`src/rtl/execute_m.sv`:
```
// Execute stage: forwarding muxes, single-cycle ALU, pipelined multiplier, restoring divider.
// Latency: ALU ops combinational; MUL* MUL_LAT cycles, DIV/REM D_WIDTH cycles, divide special cases 1 cycle.
// Backpressure: multi-cycle ops raise stall_e_o to hold F/D/E and bubble M; flush/rst abort at once.
module execute_m #(
  parameter int D_WIDTH = 32,
  parameter int MUL_LAT = 2
) (
  input  logic               clk,
  input  logic               rst,
  input  logic               flush_e_i,
  input  logic               reg_write_e_i,
  input  logic               mem_write_e_i,
  input  logic [1:0]         result_src_e_i,
  input  logic [3:0]         alu_ctrl_e,
  input  logic               alu_src_e,
  input  logic [2:0]         funct3,
  input  logic               jalr,
  input  logic               m_op_e,
  input  logic [D_WIDTH-1:0] rd1_e,
  input  logic [D_WIDTH-1:0] rd2_e,
  input  logic [D_WIDTH-1:0] pc_e,
  input  logic [D_WIDTH-1:0] imm_ext_e,
  input  logic [D_WIDTH-1:0] pc_plus_4e_i,
  input  logic [4:0]         rd_e_i,
  input  logic [1:0]         fwd_a_e,
  input  logic [1:0]         fwd_b_e,
  input  logic [D_WIDTH-1:0] result_w,
  input  logic [D_WIDTH-1:0] alu_result_m,
  output logic               stall_e_o,
  output logic               zero_e,
  output logic               reg_write_e_o,
  output logic               mem_write_e_o,
  output logic [1:0]         result_src_e_o,
  output logic [D_WIDTH-1:0] alu_result,
  output logic [D_WIDTH-1:0] write_data_e,
  output logic [D_WIDTH-1:0] pc_plus_4e_o,
  output logic [D_WIDTH-1:0] pc_target_e,
  output logic [4:0]         rd_e_o
);

  localparam int CW  = $clog2(D_WIDTH + 1);
  localparam int SHW = $clog2(D_WIDTH);
  localparam int MW  = 2 * D_WIDTH;

  localparam logic [3:0] ALU_ADD  = 4'd0;
  localparam logic [3:0] ALU_SUB  = 4'd1;
  localparam logic [3:0] ALU_AND  = 4'd2;
  localparam logic [3:0] ALU_OR   = 4'd3;
  localparam logic [3:0] ALU_XOR  = 4'd4;
  localparam logic [3:0] ALU_SLT  = 4'd5;
  localparam logic [3:0] ALU_SLTU = 4'd6;
  localparam logic [3:0] ALU_SLL  = 4'd7;
  localparam logic [3:0] ALU_SRL  = 4'd8;
  localparam logic [3:0] ALU_SRA  = 4'd9;
  localparam logic [3:0] ALU_LUI  = 4'd10;

  localparam logic [D_WIDTH-1:0] INT_MIN = {1'b1, {(D_WIDTH-1){1'b0}}};

  typedef enum logic [1:0] {S_IDLE, S_MUL, S_DIV, S_DONE} state_t;

  state_t             state, state_nxt;
  logic [CW-1:0]      cnt, cnt_nxt;
  logic               kill, stall, start, step_en;

  logic [D_WIDTH-1:0] src_a, fwd_b, src_b, alu_out, m_res;

  // latched M operands and divider state
  logic [D_WIDTH-1:0] op_a, op_b, rem_r, quot_r, dvs_r;
  logic [2:0]         f3_r;
  logic               spec_r;

  // multiplier
  logic               mul_a_sgn, mul_b_sgn;
  logic signed [D_WIDTH:0] mul_a, mul_b;
  logic [MW-1:0]      mprod;
  logic [MW-1:0]      mul_pipe [MUL_LAT];

  // divider datapath
  logic               div_sgn, div_zero, div_ovf;
  logic [D_WIDTH-1:0] a_mag, b_mag;
  logic [D_WIDTH-1:0] div_rem_in, div_q_in, div_d_in, rem_step, q_step;
  logic [D_WIDTH:0]   div_shift, div_diff;

  assign kill = flush_e_i | rst;

  // forwarding muxes: 00 and 11 both take the register file value
  always_comb begin
    case (fwd_a_e)
      2'b01:   src_a = result_w;
      2'b10:   src_a = alu_result_m;
      default: src_a = rd1_e;
    endcase
    case (fwd_b_e)
      2'b01:   fwd_b = result_w;
      2'b10:   fwd_b = alu_result_m;
      default: fwd_b = rd2_e;
    endcase
  end

  assign src_b        = alu_src_e ? imm_ext_e : fwd_b;
  assign write_data_e = fwd_b;

  // single-cycle ALU
  always_comb begin
    alu_out = '0;
    case (alu_ctrl_e)
      ALU_ADD:  alu_out = src_a + src_b;
      ALU_SUB:  alu_out = src_a - src_b;
      ALU_AND:  alu_out = src_a & src_b;
      ALU_OR:   alu_out = src_a | src_b;
      ALU_XOR:  alu_out = src_a ^ src_b;
      ALU_SLT:  alu_out[0] = $signed(src_a) < $signed(src_b);
      ALU_SLTU: alu_out[0] = src_a < src_b;
      ALU_SLL:  alu_out = src_a << src_b[SHW-1:0];
      ALU_SRL:  alu_out = src_a >> src_b[SHW-1:0];
      ALU_SRA:  alu_out = $signed(src_a) >>> src_b[SHW-1:0];
      ALU_LUI:  alu_out = src_b;
      default:  alu_out = '0;
    endcase
  end

  assign zero_e = (alu_out == '0);

  // Multiplier operands are taken live; stage 0 captures the product in the
  // issue cycle, so the last stage holds it exactly MUL_LAT edges later.
  assign mul_a_sgn = (funct3[1:0] == 2'b01) || (funct3[1:0] == 2'b10);
  assign mul_b_sgn = (funct3[1:0] == 2'b01);
  assign mul_a     = {mul_a_sgn & src_a[D_WIDTH-1], src_a};
  assign mul_b     = {mul_b_sgn & fwd_b[D_WIDTH-1], fwd_b};
  assign mprod     = MW'(mul_a) * MW'(mul_b);

  // multiplier register stages
  always_ff @(posedge clk) begin
    if (rst) begin
      for (int k = 0; k < MUL_LAT; k++) mul_pipe[k] <= '0;
    end else begin
      mul_pipe[0] <= mprod;
      for (int k = 1; k < MUL_LAT; k++) mul_pipe[k] <= mul_pipe[k-1];
    end
  end

  // divider operand magnitudes and special-case detection (issue cycle)
  assign div_sgn  = ~funct3[0];
  assign a_mag    = (div_sgn && src_a[D_WIDTH-1]) ? -src_a : src_a;
  assign b_mag    = (div_sgn && fwd_b[D_WIDTH-1]) ? -fwd_b : fwd_b;
  assign div_zero = (fwd_b == '0);
  assign div_ovf  = div_sgn && (src_a == INT_MIN) && (fwd_b == '1);

  // One restoring step. The first step runs in the issue cycle on live
  // operands so D_WIDTH quotient bits are done by the time DONE is reached.
  always_comb begin
    if (state == S_IDLE) begin
      div_rem_in = '0;
      div_q_in   = a_mag;
      div_d_in   = b_mag;
    end else begin
      div_rem_in = rem_r;
      div_q_in   = quot_r;
      div_d_in   = dvs_r;
    end
    div_shift = {div_rem_in, div_q_in[D_WIDTH-1]};
    div_diff  = div_shift - {1'b0, div_d_in};
    if (!div_diff[D_WIDTH]) begin
      rem_step = div_diff[D_WIDTH-1:0];
      q_step   = {div_q_in[D_WIDTH-2:0], 1'b1};
    end else begin
      rem_step = div_shift[D_WIDTH-1:0];
      q_step   = {div_q_in[D_WIDTH-2:0], 1'b0};
    end
  end

  // FSM state and counter register
  always_ff @(posedge clk) begin
    if (rst) begin
      state <= S_IDLE;
      cnt   <= '0;
    end else begin
      state <= state_nxt;
      cnt   <= cnt_nxt;
    end
  end

  // FSM next state, stall and datapath enables; kill wins in every state
  always_comb begin
    state_nxt = state;
    cnt_nxt   = cnt;
    stall     = 1'b0;
    start     = 1'b0;
    step_en   = 1'b0;
    if (kill) begin
      state_nxt = S_IDLE;
      cnt_nxt   = '0;
    end else begin
      case (state)
        S_IDLE: begin
          if (m_op_e) begin
            stall = 1'b1;
            start = 1'b1;
            if (!funct3[2]) begin
              if (MUL_LAT == 1) begin
                state_nxt = S_DONE;
              end else begin
                state_nxt = S_MUL;
                cnt_nxt   = CW'(MUL_LAT - 1);
              end
            end else if (div_zero || div_ovf) begin
              state_nxt = S_DONE;
            end else begin
              state_nxt = S_DIV;
              cnt_nxt   = CW'(D_WIDTH - 1);
            end
          end
        end
        S_MUL: begin
          stall   = 1'b1;
          cnt_nxt = cnt - CW'(1);
          if (cnt == CW'(1)) state_nxt = S_DONE;
        end
        S_DIV: begin
          stall   = 1'b1;
          step_en = 1'b1;
          cnt_nxt = cnt - CW'(1);
          if (cnt == CW'(1)) state_nxt = S_DONE;
        end
        S_DONE: begin
          state_nxt = S_IDLE;
        end
        default: state_nxt = S_IDLE;
      endcase
    end
  end

  // operand latch at issue, then one divider step per DIV cycle
  always_ff @(posedge clk) begin
    if (rst) begin
      op_a   <= '0;
      op_b   <= '0;
      f3_r   <= '0;
      spec_r <= 1'b0;
      rem_r  <= '0;
      quot_r <= '0;
      dvs_r  <= '0;
    end else if (start) begin
      op_a   <= src_a;
      op_b   <= fwd_b;
      f3_r   <= funct3;
      spec_r <= funct3[2] & (div_zero | div_ovf);
      rem_r  <= rem_step;
      quot_r <= q_step;
      dvs_r  <= b_mag;
    end else if (step_en) begin
      rem_r  <= rem_step;
      quot_r <= q_step;
    end
  end

  // final M result: half select for multiplies, sign fix-up or special value for divides
  always_comb begin
    logic neg_q, neg_r;
    logic [D_WIDTH-1:0] q_fix, r_fix;
    neg_q = ~f3_r[0] & (op_a[D_WIDTH-1] ^ op_b[D_WIDTH-1]);
    neg_r = ~f3_r[0] & op_a[D_WIDTH-1];
    if (spec_r) begin
      q_fix = (op_b == '0) ? '1 : op_a;
      r_fix = (op_b == '0) ? op_a : '0;
    end else begin
      q_fix = neg_q ? -quot_r : quot_r;
      r_fix = neg_r ? -rem_r : rem_r;
    end
    if (f3_r[2]) m_res = f3_r[1] ? r_fix : q_fix;
    else if (f3_r[1:0] == 2'b00) m_res = mul_pipe[MUL_LAT-1][D_WIDTH-1:0];
    else m_res = mul_pipe[MUL_LAT-1][MW-1:D_WIDTH];
  end

  assign stall_e_o      = stall;
  assign reg_write_e_o  = reg_write_e_i & ~stall & ~kill;
  assign mem_write_e_o  = mem_write_e_i & ~stall & ~kill;
  assign result_src_e_o = result_src_e_i;
  assign alu_result     = (state == S_DONE) ? m_res : alu_out;
  assign pc_target_e    = jalr ? alu_result : (pc_e + imm_ext_e);
  assign pc_plus_4e_o   = pc_plus_4e_i;
  assign rd_e_o         = rd_e_i;

endmodule

```
`config.mk`:
```
export PLATFORM = sky130hd
export DESIGN_NAME = execute_m
export DESIGN_NICKNAME = d
export VERILOG_FILES = /design/src/rtl/execute_m.sv
export SDC_FILE = /design/constraint.sdc
export NUM_CORES = 2
export LEC_CHECK = 0
export ABC_AREA = 1
export BUFFER_PORTS_ARGS = -buffer_cell sky130_fd_sc_hd__buf_2
export CAP_MARGIN = 20
export CORE_MARGIN = 2
export CORE_UTILIZATION = 59
export DETAILED_ROUTE_END_ITERATION = 8
export HOLD_SLACK_MARGIN = 0.06
export PLACE_DENSITY = 0.81
export SYNTH_ARGS = -nofsm -noshare
export SYNTH_HDL_FRONTEND = slang
export SYNTH_SLANG_ARGS = --single-unit
```
`constraint.sdc`:
```
create_clock -name clk -period 9.2 [get_ports clk]
set_clock_uncertainty 0.2 [all_clocks]
set_input_delay 1.38 -clock clk [delete_from_list [all_inputs] [get_ports clk]]
set_output_delay 1.38 -clock clk [all_outputs]
set_load 0.05 [all_outputs]
```
==> results of run 1 <==
-- cell usage after synthesis (43+ instances only) --
master / instances / area, sq um
dfxtp_1: 299 / 5990
nor3_1: 72 / 360
a31oi_1: 55 / 344
nand3_1: 782 / 3910
buf_4: 58 / 435
buf_1: 71 / 267
nand2_1: 1963 / 7370
ha_1: 387 / 4840
o21a_1: 53 / 398
inv_1: 1703 / 6390
fa_1: 1129 / 22600
nor2_1: 1013 / 3800
o211ai_1: 55 / 413
o21ai_0: 546 / 2730
buf_2: 49 / 245
nand4_1: 43 / 269
a21oi_1: 499 / 2500
clkbuf_1: 335 / 1260
xor2_1: 76 / 666
-- stage by stage --
| step | hold WS, ps | area (sq um) | setup WS, ps |
|---|---|---|---|
| floorplan | 188 | 68500 | -0.283 |
| global placement | 188 | 77400 | -670 |
| detailed placement | 192 | 77400 | -870 |
| CTS | 201 | 78500 | 1.79 |
-- cell families after synthesis --
kind of cell	synth area share
flip-flops	0.0876
AO/OA/AOI/OAI	0.122
multiplexers	0.000604
XOR/XNOR	0.0144
buffers and inverters	0.131
AND/OR/NAND/NOR	0.243
adder cells (fa/ha/maj)	0.402
-- timing repair --
| item | in CTS |
|---|---|
| buffers inserted | 6 |
| resized for setup | 32 |
| pin swaps | 4 |
| endpoints found under the setup margin | 21 |
| cloned | 1 |
==> results.toml, run 1 <==
[status]
status = "aborted with a tool error"
haltStage = "global routing"
error = "[ERROR GRT-0183] Net _01560_: the 3D maze router ran out of legal paths (heap underflow) - the net is boxed in by local congestion or blockages."

[synthesis]
syn_inst = 9666
synth_fp_nets = 11400
synth_edf_count = 0
synth_warnings = 0
syn_area_sq_um = 68300
synth.distinct_cells = 63
seq_area_frac_synth = 0.0876
ys_ff_latch = 299
synthArstFlopShare = 0
syn_area_per_cell_sq_um = 7.07
dominantRegCellSynth = "dfxtp_1"

[die]
placementRows = 124
pin_count = 389
die_h_um = 344
initial_utilization = 0.596
fp.dieW_um = 344

[place]
gp_congestion = 1.20
placed_cells = 11800
port_buffers = 310
dp_hpwl_mm = 277

[sta]
crit_endpoint = "mul_pipe[0][63]$_SDFF_PP0_/D"
endpoint_type = "register input"

[clock_tree]
htree_levels = 1
cts_made_buffers = 28
clock_path_buffers = 3
cts_root_buf = "clkbuf_16"
cts.sinks = 299
ctsHoldBuffers = 0

[global_route]
grt_max_degree = 94
antenna_found_initial = 69
==> run 2, diff against run 1 <==
--- a/config.mk
+++ b/config.mk
@@ -9,10 +9,9 @@
 export BUFFER_PORTS_ARGS = -buffer_cell sky130_fd_sc_hd__buf_2
 export CAP_MARGIN = 20
 export CORE_MARGIN = 2
-export CORE_UTILIZATION = 59
+export CORE_UTILIZATION = 40
 export DETAILED_ROUTE_END_ITERATION = 8
-export HOLD_SLACK_MARGIN = 0.06
-export PLACE_DENSITY = 0.81
+export PLACE_DENSITY_LB_ADDON = 0.15
 export SYNTH_ARGS = -nofsm -noshare
 export SYNTH_HDL_FRONTEND = slang
 export SYNTH_SLANG_ARGS = --single-unit
==> constraint.sdc (replaced) <==
create_clock -name clk -period 11.95 [get_ports clk]
set_clock_uncertainty 0.2 [all_clocks]
set_input_delay 1.7925 -clock clk [delete_from_list [all_inputs] [get_ports clk]]
set_output_delay 1.7925 -clock clk [all_outputs]
set_load 0.05 [all_outputs]
==> run 2 against run 1 <==
The flow now finishes without violations. Synthesized cell count unchanged. Area after synthesis unchanged.
==> results.toml, run 2 <==
[setup_path]
end_kind = "flop"
path_class = "in2reg"
crit_fanout = 28
cp_top_family = "adder cells"
path_common_cell = "fa_1"
worst_setup_path_start_kind = "input port"
max_stage_delay_ps = 870
critPathBufInv = 11
crit_arrival_ps = 12040
slowest_stage = "o21ai_2"
cp.required_ps = 12270

[sta]
min_period_ps = 11730
slew_headroom = 0.147
fmax_mhz = 85.3
post-route-period-util = 0.981
tns_ps = 0
grt_setup_unrepaired = "false"
tightestPinTransition_ps = 1270
final_max_slew_viol_count = 0
setup_viol = 0
hold_viol_final = 0

[clock_tree]
htree_levels = 2
cts_root_buf = "clkbuf_16"
tritoncts = "done"
clk_pin_slew_ps = 60
clock_path_buffers = 3
cts_made_buffers = 40
cts.sinks = 299
clkLatencyLatePin_ps = 650

[global_route]
grt_pass1_vias = 69500
grt_first_pass_wirelength_mm = 498
grt_max_degree = 102
antenna_found_initial = 24
grt.total_usage = 0.397
grt-ovfl-total = 0

[die]
die_h_um = 417
placementRows = 151
initial_utilization = 0.403
coreArea_sq_um = 169000
fp.dieW_um = 417
die_area_sq_um = 174000
pin_count = 389

[place]
port_buffers = 310
dp_hpwl_mm = 277
place_area_sq_um = 72600
placed_cells = 11900
gp_congestion = 1.08

[finish]
largest_reg_flops = 128
fill_cells = 17800
layout_commonest_cell = "nand2_1"
top_register = "mul_pipe"
final_area_sq_um = 74000
finalNonFillerCells = 12000
area_growth_pct = 8.37
drive_gt1_frac = 0.0825
fin_nets = 11500
final_cell_mix = "nand2_1 (1961), inv_1 (1702), fa_1 (1129)"

[synthesis]
yosysTopAreaCell = "fa_1"
synth_edf_count = 0
synth_warnings = 0
synth_fp_nets = 11400
syn_inst = 9666
synth_common_cells = "nand2_1 (1963), inv_1 (1703), fa_1 (1129), nor2_1 (1013), nand3_1 (782)"
ys_ff_latch = 299
synth_top_area_frac = 0.331
syn_area_sq_um = 68300
seq_area_frac_synth = 0.0876
yosysMostFrequentCell = "nand2_1"
synth.distinct_cells = 63
dominantRegCellSynth = "dfxtp_1"
syn_area_per_cell_sq_um = 7.07
synthArstFlopShare = 0
ys_top_cells_by_area = "fa_1 (33%), nand2_1 (11%), inv_1 (9.4%), dfxtp_1 (8.8%), ha_1 (7.1%)"

[detailed_routing]
via_count = 69600
drt_iter0_markers = 7963
viasPerCell = 5.80
wirelength_mm = 347
ant_nets = 0
drtPass1Iterations = 6
wl_per_cell_um = 28.9
drc = 0

[job]
maxCapViolCount = 0

[status]
status = "complete, no violations"

[min_path]
hold_class = "reg2reg"
[run 2: per-stage QoR]
stage	worst slack [ps]	utilization	hold WS, ps
6_report	222	0.437	178
2_1_floorplan	1460	-	188
3_3_place_gp	-222	0.428	190
4_1_cts	359	0.436	181
3_5_place_dp	-253	0.428	194
5_1_grt	39.1	0.437	206
[run 2: final timing paths]
kind,startpoint,to,slack [ps],cells after the start
setup / recovery,fwd_a_e[0],mul_pipe[0][45]$_SDFF_PP0_,220,33
hold / removal,mul_pipe[0][5]$_SDFF_PP0_,mul_pipe[0][69]$_SDFF_PP0_,180,2
setup reg to reg,state[0]$_SDFFE_PP0P_,rem_r[27]$_SDFFE_PP0P_,6490,21
hold reg to reg,mul_pipe[0][5]$_SDFF_PP0_,mul_pipe[0][69]$_SDFF_PP0_,180,2
[run 2: kinds of logic (layout without fill, tap and decap cells)]
| logic type | count (synthesis) | count (layout) | synth area share |
|---|---|---|---|
| other cells | 0 | 10 | 0 |
| xor+xnor | 112 | 112 | 0.0144 |
| flops | 299 | 299 | 0.0876 |
| mux | 4 | 4 | 0.000604 |
| buf+inv | 2287 | 2404 | 0.131 |
| compound gates | 1451 | 1451 | 0.122 |
| fa+ha+maj | 1516 | 1516 | 0.402 |
| simple gates | 3997 | 3997 | 0.243 |
[run 2: timing repair]
item / 4_1_cts / 5_1_grt
setup buffers: 0 / 3
hold buffers: 0 / 0
resized for setup: 0 / 1
endpoints found under the setup margin: 0 / 1
[run 2: final cells by class]
cell class	instances	area [sq um]	area share
antenna	10	25.0	0.000338
clock buffer	47	1050	0.0141
clock inverter	27	338	0.00456
inverter	1763	6630	0.0895
multi-input combinational	7080	53600	0.723
sequential	299	5990	0.0809
tap	2218	2780	0.0375
timing repair buffer	567	3690	0.0498
[run 2: worst reg2reg max path, stage by stage (launching register included)]
cell	delay [ps]
dfxtp_1	330
inv_1	120
ha_4	610
buf_4	700
o21ai_0	570
ha_1	570
nand2_1	120
nor2_1	170
inv_1	70
nor3_1	170
nand3_1	110
nand3_1	200
a21o_1	210
a21o_1	210
nand2_1	70
nand2_1	80
nand2_1	50
nand2_1	60
buf_4	370
nand3b_1	200
nand3_1	120
nand2_1	70
[run 2: routing by layer]
metal | vias up | GRT usage | share of wire
met5 | - | 0 | 0.00063
met1 | 34200 | 0.501 | 0.38
met4 | 32 | 0.272 | 0.085
met2 | 4101 | 0.600 | 0.43
met3 | 1069 | 0.0965 | 0.10
li1 | 30200 | - | -
Power of run 2 is not shown: default switching activity piles up to over one toggle a cycle in this logic, so the estimate is an artifact.
